[config.mk]
export PLATFORM = sky130hd
export DESIGN_NAME = can_crc_engine
export DESIGN_NICKNAME = d
export VERILOG_FILES = /design/src/rtl/can_crc_pkg.sv /design/src/rtl/can_crc_lfsr.sv /design/src/rtl/can_crc_engine.sv
export SDC_FILE = /design/constraint.sdc
export NUM_CORES = 1
export LEC_CHECK = 0
export BUFFER_PORTS_ARGS = -buffer_cell sky130_fd_sc_hd__buf_4
export CAP_MARGIN = 20
export CELL_PAD_IN_SITES_DETAIL_PLACEMENT = 1
export CELL_PAD_IN_SITES_GLOBAL_PLACEMENT = 1
export CORE_MARGIN = 2
export CORE_UTILIZATION = 43
export CTS_CLUSTER_DIAMETER = 40
export DETAILED_ROUTE_END_ITERATION = 6
export GPL_TIMING_DRIVEN = 0
export HOLD_SLACK_MARGIN = 0.15
export PLACE_DENSITY_LB_ADDON = 0.12
export SETUP_SLACK_MARGIN = 0.05
export SYNTH_ARGS = -nofsm -noshare
export SYNTH_HDL_FRONTEND = slang
export SYNTH_SLANG_ARGS = --single-unit
export TNS_END_PERCENT = 20
[constraint.sdc]
create_clock -name clk -period 4.4 [get_ports clk]
set_input_delay 0.66 -clock clk [delete_from_list [all_inputs] [get_ports clk]]
set_output_delay 0.66 -clock clk [all_outputs]
set_load 0.05 [all_outputs]
[src/rtl/can_crc_pkg.sv]
// ----------------------------------------------------------------------------
// can_crc_pkg
// Shared definitions for the CAN CRC engine:
//   - crc_state_e : engine states (IDLE, CALC, SEND, RECV, DONE)
//   - CAN_CRC15_POLY / CAN_CRC17_POLY / CAN_CRC21_POLY : generator polynomials
//     for classic CAN and CAN FD, without the implicit x^CRC_W term
// ----------------------------------------------------------------------------
package can_crc_pkg;

    typedef enum logic [2:0] {
        IDLE = 3'd0,
        CALC = 3'd1,
        SEND = 3'd2,
        RECV = 3'd3,
        DONE = 3'd4
    } crc_state_e;

    localparam logic [14:0] CAN_CRC15_POLY = 15'h4599;
    localparam logic [16:0] CAN_CRC17_POLY = 17'h1685B;
    localparam logic [20:0] CAN_CRC21_POLY = 21'h102899;

endpackage

[src/rtl/can_crc_lfsr.sv]
// ----------------------------------------------------------------------------
// can_crc_lfsr
// Combinational single step of a serial CRC register.
// Parameters:
//   CRC_W  register width
//   POLY   generator polynomial without the x^CRC_W term
// Ports:
//   crc_in      current register value
//   data_bit    serial input bit
//   shift_only  1 = plain left shift with zero fill (CRC shift-out),
//               0 = LFSR step with feedback
//   crc_next    register value after the step
// ----------------------------------------------------------------------------
module can_crc_lfsr
    import can_crc_pkg::*;
#(
    parameter int unsigned       CRC_W = 15,
    parameter logic [CRC_W-1:0]  POLY  = CAN_CRC15_POLY
) (
    input  logic [CRC_W-1:0] crc_in,
    input  logic             data_bit,
    input  logic             shift_only,
    output logic [CRC_W-1:0] crc_next
);

    logic             fb;
    logic [CRC_W-1:0] shifted;

    // Feedback is the incoming bit XOR the register MSB; when only shifting
    // out, feedback is suppressed so the register simply drains to zero.
    always_comb begin
        fb       = data_bit ^ crc_in[CRC_W-1];
        shifted  = {crc_in[CRC_W-2:0], 1'b0};
        crc_next = shifted;
        if (!shift_only && fb) begin
            crc_next = shifted ^ POLY;
        end
    end

endmodule

[src/rtl/can_crc_engine.sv]
// ----------------------------------------------------------------------------
// can_crc_engine
// Serial CRC engine for the CAN controller (CRC15 / CRC17 / CRC21 by
// parameter). In transmit mode it accumulates the frame bits and then
// serialises the CRC MSB-first; in receive mode it keeps accumulating through
// the received CRC field and flags a nonzero residue.
//
// Optional build macro: CRC_BIT_CNT_EN adds the bit_cnt data-bit counter port.
//
// Ports:
//   clk, rst_n     clock, asynchronous active-low reset
//   start          one-cycle pulse: load INIT, enter CALC, clear crc_err
//   tx_mode        sampled on start; 1 = transmit, 0 = receive/check
//   bit_valid      bit-time strobe
//   data_bit       serial (destuffed) frame bit
//   last_bit       with bit_valid: final data bit before the CRC field
//   busy           high in CALC, SEND, RECV
//   crc_out        current CRC register
//   crc_bit_out    serialised CRC bit (SEND only)
//   crc_bit_valid  high in SEND
//   crc_done       one-cycle completion pulse
//   crc_err        receive residue nonzero, held until next start
//   bit_cnt        data bits consumed in CALC (CRC_BIT_CNT_EN only)
// ----------------------------------------------------------------------------
module can_crc_engine
    import can_crc_pkg::*;
#(
    parameter int unsigned       CRC_W = 15,
    parameter logic [CRC_W-1:0]  POLY  = CAN_CRC15_POLY,
    parameter logic [CRC_W-1:0]  INIT  = '0,
    parameter int unsigned       CNT_W = 10
) (
    input  logic             clk,
    input  logic             rst_n,
    input  logic             start,
    input  logic             tx_mode,
    input  logic             bit_valid,
    input  logic             data_bit,
    input  logic             last_bit,
    output logic             busy,
    output logic [CRC_W-1:0] crc_out,
    output logic             crc_bit_out,
    output logic             crc_bit_valid,
    output logic             crc_done,
    output logic             crc_err
`ifdef CRC_BIT_CNT_EN
    ,
    output logic [CNT_W-1:0] bit_cnt
`endif
);

    localparam int unsigned        FCNT_W    = $clog2(CRC_W + 1);
    localparam logic [FCNT_W-1:0]  FIELD_LEN = FCNT_W'(CRC_W);

    crc_state_e        state;
    crc_state_e        state_next;
    logic [CRC_W-1:0]  crc_reg;
    logic [CRC_W-1:0]  crc_next;
    logic [FCNT_W-1:0] field_cnt;
    logic              field_last;
    logic              tx_latched;

    // One step function serves both accumulation and shift-out; SEND selects
    // the plain shift so the transmitted register drains to zero.
    can_crc_lfsr #(
        .CRC_W (CRC_W),
        .POLY  (POLY)
    ) u_lfsr (
        .crc_in     (crc_reg),
        .data_bit   (data_bit),
        .shift_only (state == SEND),
        .crc_next   (crc_next)
    );

    assign field_last = (field_cnt == FCNT_W'(1));
    assign crc_out    = crc_reg;

    // State register; start is handled in the next-state logic so an abort
    // from any state behaves like a fresh start.
    always_ff @(posedge clk or negedge rst_n) begin
        if (!rst_n) begin
            state <= IDLE;
        end else begin
            state <= state_next;
        end
    end

    // Next-state and Moore outputs. start has absolute priority, so a
    // bit_valid arriving in the same cycle is discarded. last_bit only matters
    // in CALC when qualified by bit_valid.
    always_comb begin
        state_next    = state;
        busy          = 1'b0;
        crc_bit_out   = 1'b0;
        crc_bit_valid = 1'b0;
        crc_done      = 1'b0;
        case (state)
            CALC: busy = 1'b1;
            SEND: begin
                busy          = 1'b1;
                crc_bit_out   = crc_reg[CRC_W-1];
                crc_bit_valid = 1'b1;
            end
            RECV: busy = 1'b1;
            DONE: crc_done = 1'b1;
            default: ;
        endcase
        if (start) begin
            state_next = CALC;
        end else begin
            case (state)
                CALC: begin
                    if (bit_valid && last_bit) begin
                        state_next = tx_latched ? SEND : RECV;
                    end
                end
                SEND, RECV: begin
                    if (bit_valid && field_last) begin
                        state_next = DONE;
                    end
                end
                DONE:    state_next = IDLE;
                default: state_next = state;
            endcase
        end
    end

    // Datapath: CRC register, CRC field counter, latched mode and the
    // receive error flag. The error is registered on the same edge that
    // moves RECV into DONE, using the updated register value.
    always_ff @(posedge clk or negedge rst_n) begin
        if (!rst_n) begin
            crc_reg    <= INIT;
            field_cnt  <= '0;
            tx_latched <= 1'b0;
            crc_err    <= 1'b0;
        end else if (start) begin
            crc_reg    <= INIT;
            field_cnt  <= '0;
            tx_latched <= tx_mode;
            crc_err    <= 1'b0;
        end else if (bit_valid) begin
            case (state)
                CALC: begin
                    crc_reg <= crc_next;
                    if (last_bit) begin
                        field_cnt <= FIELD_LEN;
                    end
                end
                SEND: begin
                    crc_reg   <= crc_next;
                    field_cnt <= field_cnt - FCNT_W'(1);
                end
                RECV: begin
                    crc_reg   <= crc_next;
                    field_cnt <= field_cnt - FCNT_W'(1);
                    if (field_last) begin
                        crc_err <= (crc_next != '0);
                    end
                end
                default: ;
            endcase
        end
    end

`ifdef CRC_BIT_CNT_EN
    // Counts data bits accepted in CALC only, saturating at all-ones so a
    // runaway frame cannot wrap back to small values.
    always_ff @(posedge clk or negedge rst_n) begin
        if (!rst_n) begin
            bit_cnt <= '0;
        end else if (start) begin
            bit_cnt <= '0;
        end else if (bit_valid && state == CALC && bit_cnt != '1) begin
            bit_cnt <= bit_cnt + CNT_W'(1);
        end
    end
`else
    // Counter width is meaningless without the counter; this keeps the
    // parameter referenced so both builds share one parameter list.
    localparam int unsigned unused_cnt_w = CNT_W;
`endif

endmodule

==> metrics <==
status complete, but fails checks; failing checks design-rule violations; gr usage total 21.8%; Crit. End Element output pin; CTS tree done; Die ar. 3470 um2; share of cells above drive strength 1 23.2%; RSZ-0062 raised after global routing false; Die Ht 58.9 um; wire length of the first global-routing pass 5810 um; Min-Delay Path Class primary input to async pin; CP Class flop to output pin; Routed Antenna Nets 0; drt initial violations 30; CP max FO 10; sequential area share after synthesis 46.3%; most frequent cells in the layout buf_4, dfrtp_1, a21oi_1; Layout Skew 6.86 ps; min Tclk post-route 2550 ps; HPWL Detailed 2560 um; Layout area overhead 20.3%; post-synth top area cell dfrtp_1; Ports 27; Max-Cap Viols 0; share of the synthesized area in the top cell type 46.3%; initial antenna violation count 0; port buffer count 25; Mapped Avg Cell Area 9.33 um2; Cells after Synth 139; row count 19; clk slew on worst S/H paths 140 ps; die span in x 58.9 um; critical path arrival 1890 ps; complex-gate fraction of the synthesized area 24.3%; post-synthesis mux area share 0.869%; H-Tree Depth 1; gpl congestion 0.759; flop2flop setup slack 2740 ps; post-synthesis adder-cell area fraction 1.93%; Synth Register Bits 24; routed vias 1239; core area 2810 um2; hold-fix buffers at CTS 0; CTS Root Cell clkbuf_4; final setup vio count 0; Syn. warnings 0; most common cell after layout, fill and taps aside buf_4; Fin Setup TNS 0 ps; final total power 0.517 mW; number of synthesized flops with an enable pin 0; relative max-transition margin 68.6%; top post-synthesis cells by area dfrtp_1, a21oi_1, o21ai_0, a311oi_1, nand3_1; Leak 0.685 nW; Worst setup startpoint state[0]; Clk Latency, worst-skew pair 320 ps; simple-gate share of the synthesized area 19.7%; first-pass iteration count of the detailed router 6; Final Hold Fails 0; DRC errors left 2; critical path endpoint crc_done; vias per cell 6.23; WL/cell 17.8 um; Slew @ Worst Pin 471 ps; Mapped Nets 148; Max Root-Sink Buffers 2; startpoint types flop; max-slew violation count 0; async set or reset register ratio after synthesis 100%; Post-Place Setup Slack 2240 ps; number of clock sinks 24; ys flop type dfrtp_1; setup slack after layout 1850 ps; final period utilization 58.0%; global-route congestion overflow total 0; largest net degree at the start of global routing 25; Distinct cells, synth 33; main combinational cell family by area after synthesis compound AO/OA/AOI/OAI gates; setup bufs post-CTS 0; Synth Cell Area 1300 um2; Worst R2R End crc_out[3]; fmax 392 MHz; cts repair resizes 0; WL final 3540 um; total CTS buffers 3; post-synthesis xor/xnor area fraction 0.676%; Power per Cell Area 331 nW/um2; Critical Path RT 3740 ps; Reg2Reg Depth 5; reg2reg start state[2]; Worst IR Drop VDD 0.144 mV; n_diodes 0; vias in the first global route 1186; Initial Util 46.2%; Final Net Count 178
## through the flow
step                      instance area (um2)  std cells  hold WS, ps  utilization (%)
after CTS                                1560        199          217             55.6
after global placement                   1520        195          492             54.3
final                                    1560        199          205             55.6
after floorplan                          1300        139          364                -
after global routing                     1560        199          213             55.6
after detailed placement                 1520        195          505             54.3
## registers in the layout, indices dropped and copies added, names as in the netlist
register    cells
field_cnt       4
crc_err         1
tx_latched      1
crc_out        15
state           3
## worst min-delay path by stage
stage               startpoint     endpoint  slack (ps)  cells after the start
finish                   rst_n   crc_out[8]         200                      1
detailed placement  tx_latched   tx_latched         500                      1
CTS                      rst_n   crc_out[8]         220                      1
floorplan                rst_n      crc_err         360                      0
global placement    tx_latched   tx_latched         490                      1
global route             rst_n  crc_out[14]         210                      1
## cells in the mapped netlist (2+ instances only)
cell	n
a21oi_1	20
a311oi_1	7
a31oi_1	2
a41o_1	2
and4_1	4
buf_2	3
clkbuf_1	8
dfrtp_1	24
ha_1	2
inv_1	5
nand2b_1	2
nand3_1	8
nor2_1	6
nor2b_1	2
nor3_1	3
nor4_1	3
o211ai_1	2
o21ai_0	15
or2_2	2
or3_1	6
## worst max-delay path, cell delays in order, from the launching register on
cell	delay, ps
dfrtp_1	490
or2_2	310
clkbuf_1	190
buf_2	230
nor2_1	140
buf_4	220
## cells by family (layout without fill, tap and decap cells)
| logic type | count (synthesis) | after routing |
|---|---|---|
| AND/OR/NAND/NOR | 41 | 41 |
| adder cells (fa/ha/maj) | 2 | 2 |
| flip-flops | 24 | 24 |
| multiplexers | 1 | 1 |
| AO/OA/AOI/OAI | 52 | 52 |
| buffers and inverters | 18 | 47 |
| XOR/XNOR | 1 | 1 |
## routing by layer
metal	routed length, um	vias up	global-route usage [%]	share of wire [%]
met5	0	-	0	0
met4	36	0	7.14	1.0
met3	114	5	2.20	3.2
met2	1670	22	33.7	47
met1	1710	627	32.2	48
li1	-	585	-	-
## layout make-up
type,count,area [um2]
Tap cell,31,38.8
Buffer,13,61.3
Multi-Input combinational cell,97,616
Clock buffer,4,36.3
Timing Repair Buffer,25,188
Sequential cell,24,601
Inverter,5,18.8
Fill cell,338,1250
## report_power, final
| part | internal [mW] | switching (mW) |
|---|---|---|
| Clock | 0.0507 | 0.0695 |
| Combinational | 0.0486 | 0.0939 |
| Sequential | 0.236 | 0.0183 |
(Power assumes the default switching activity.)
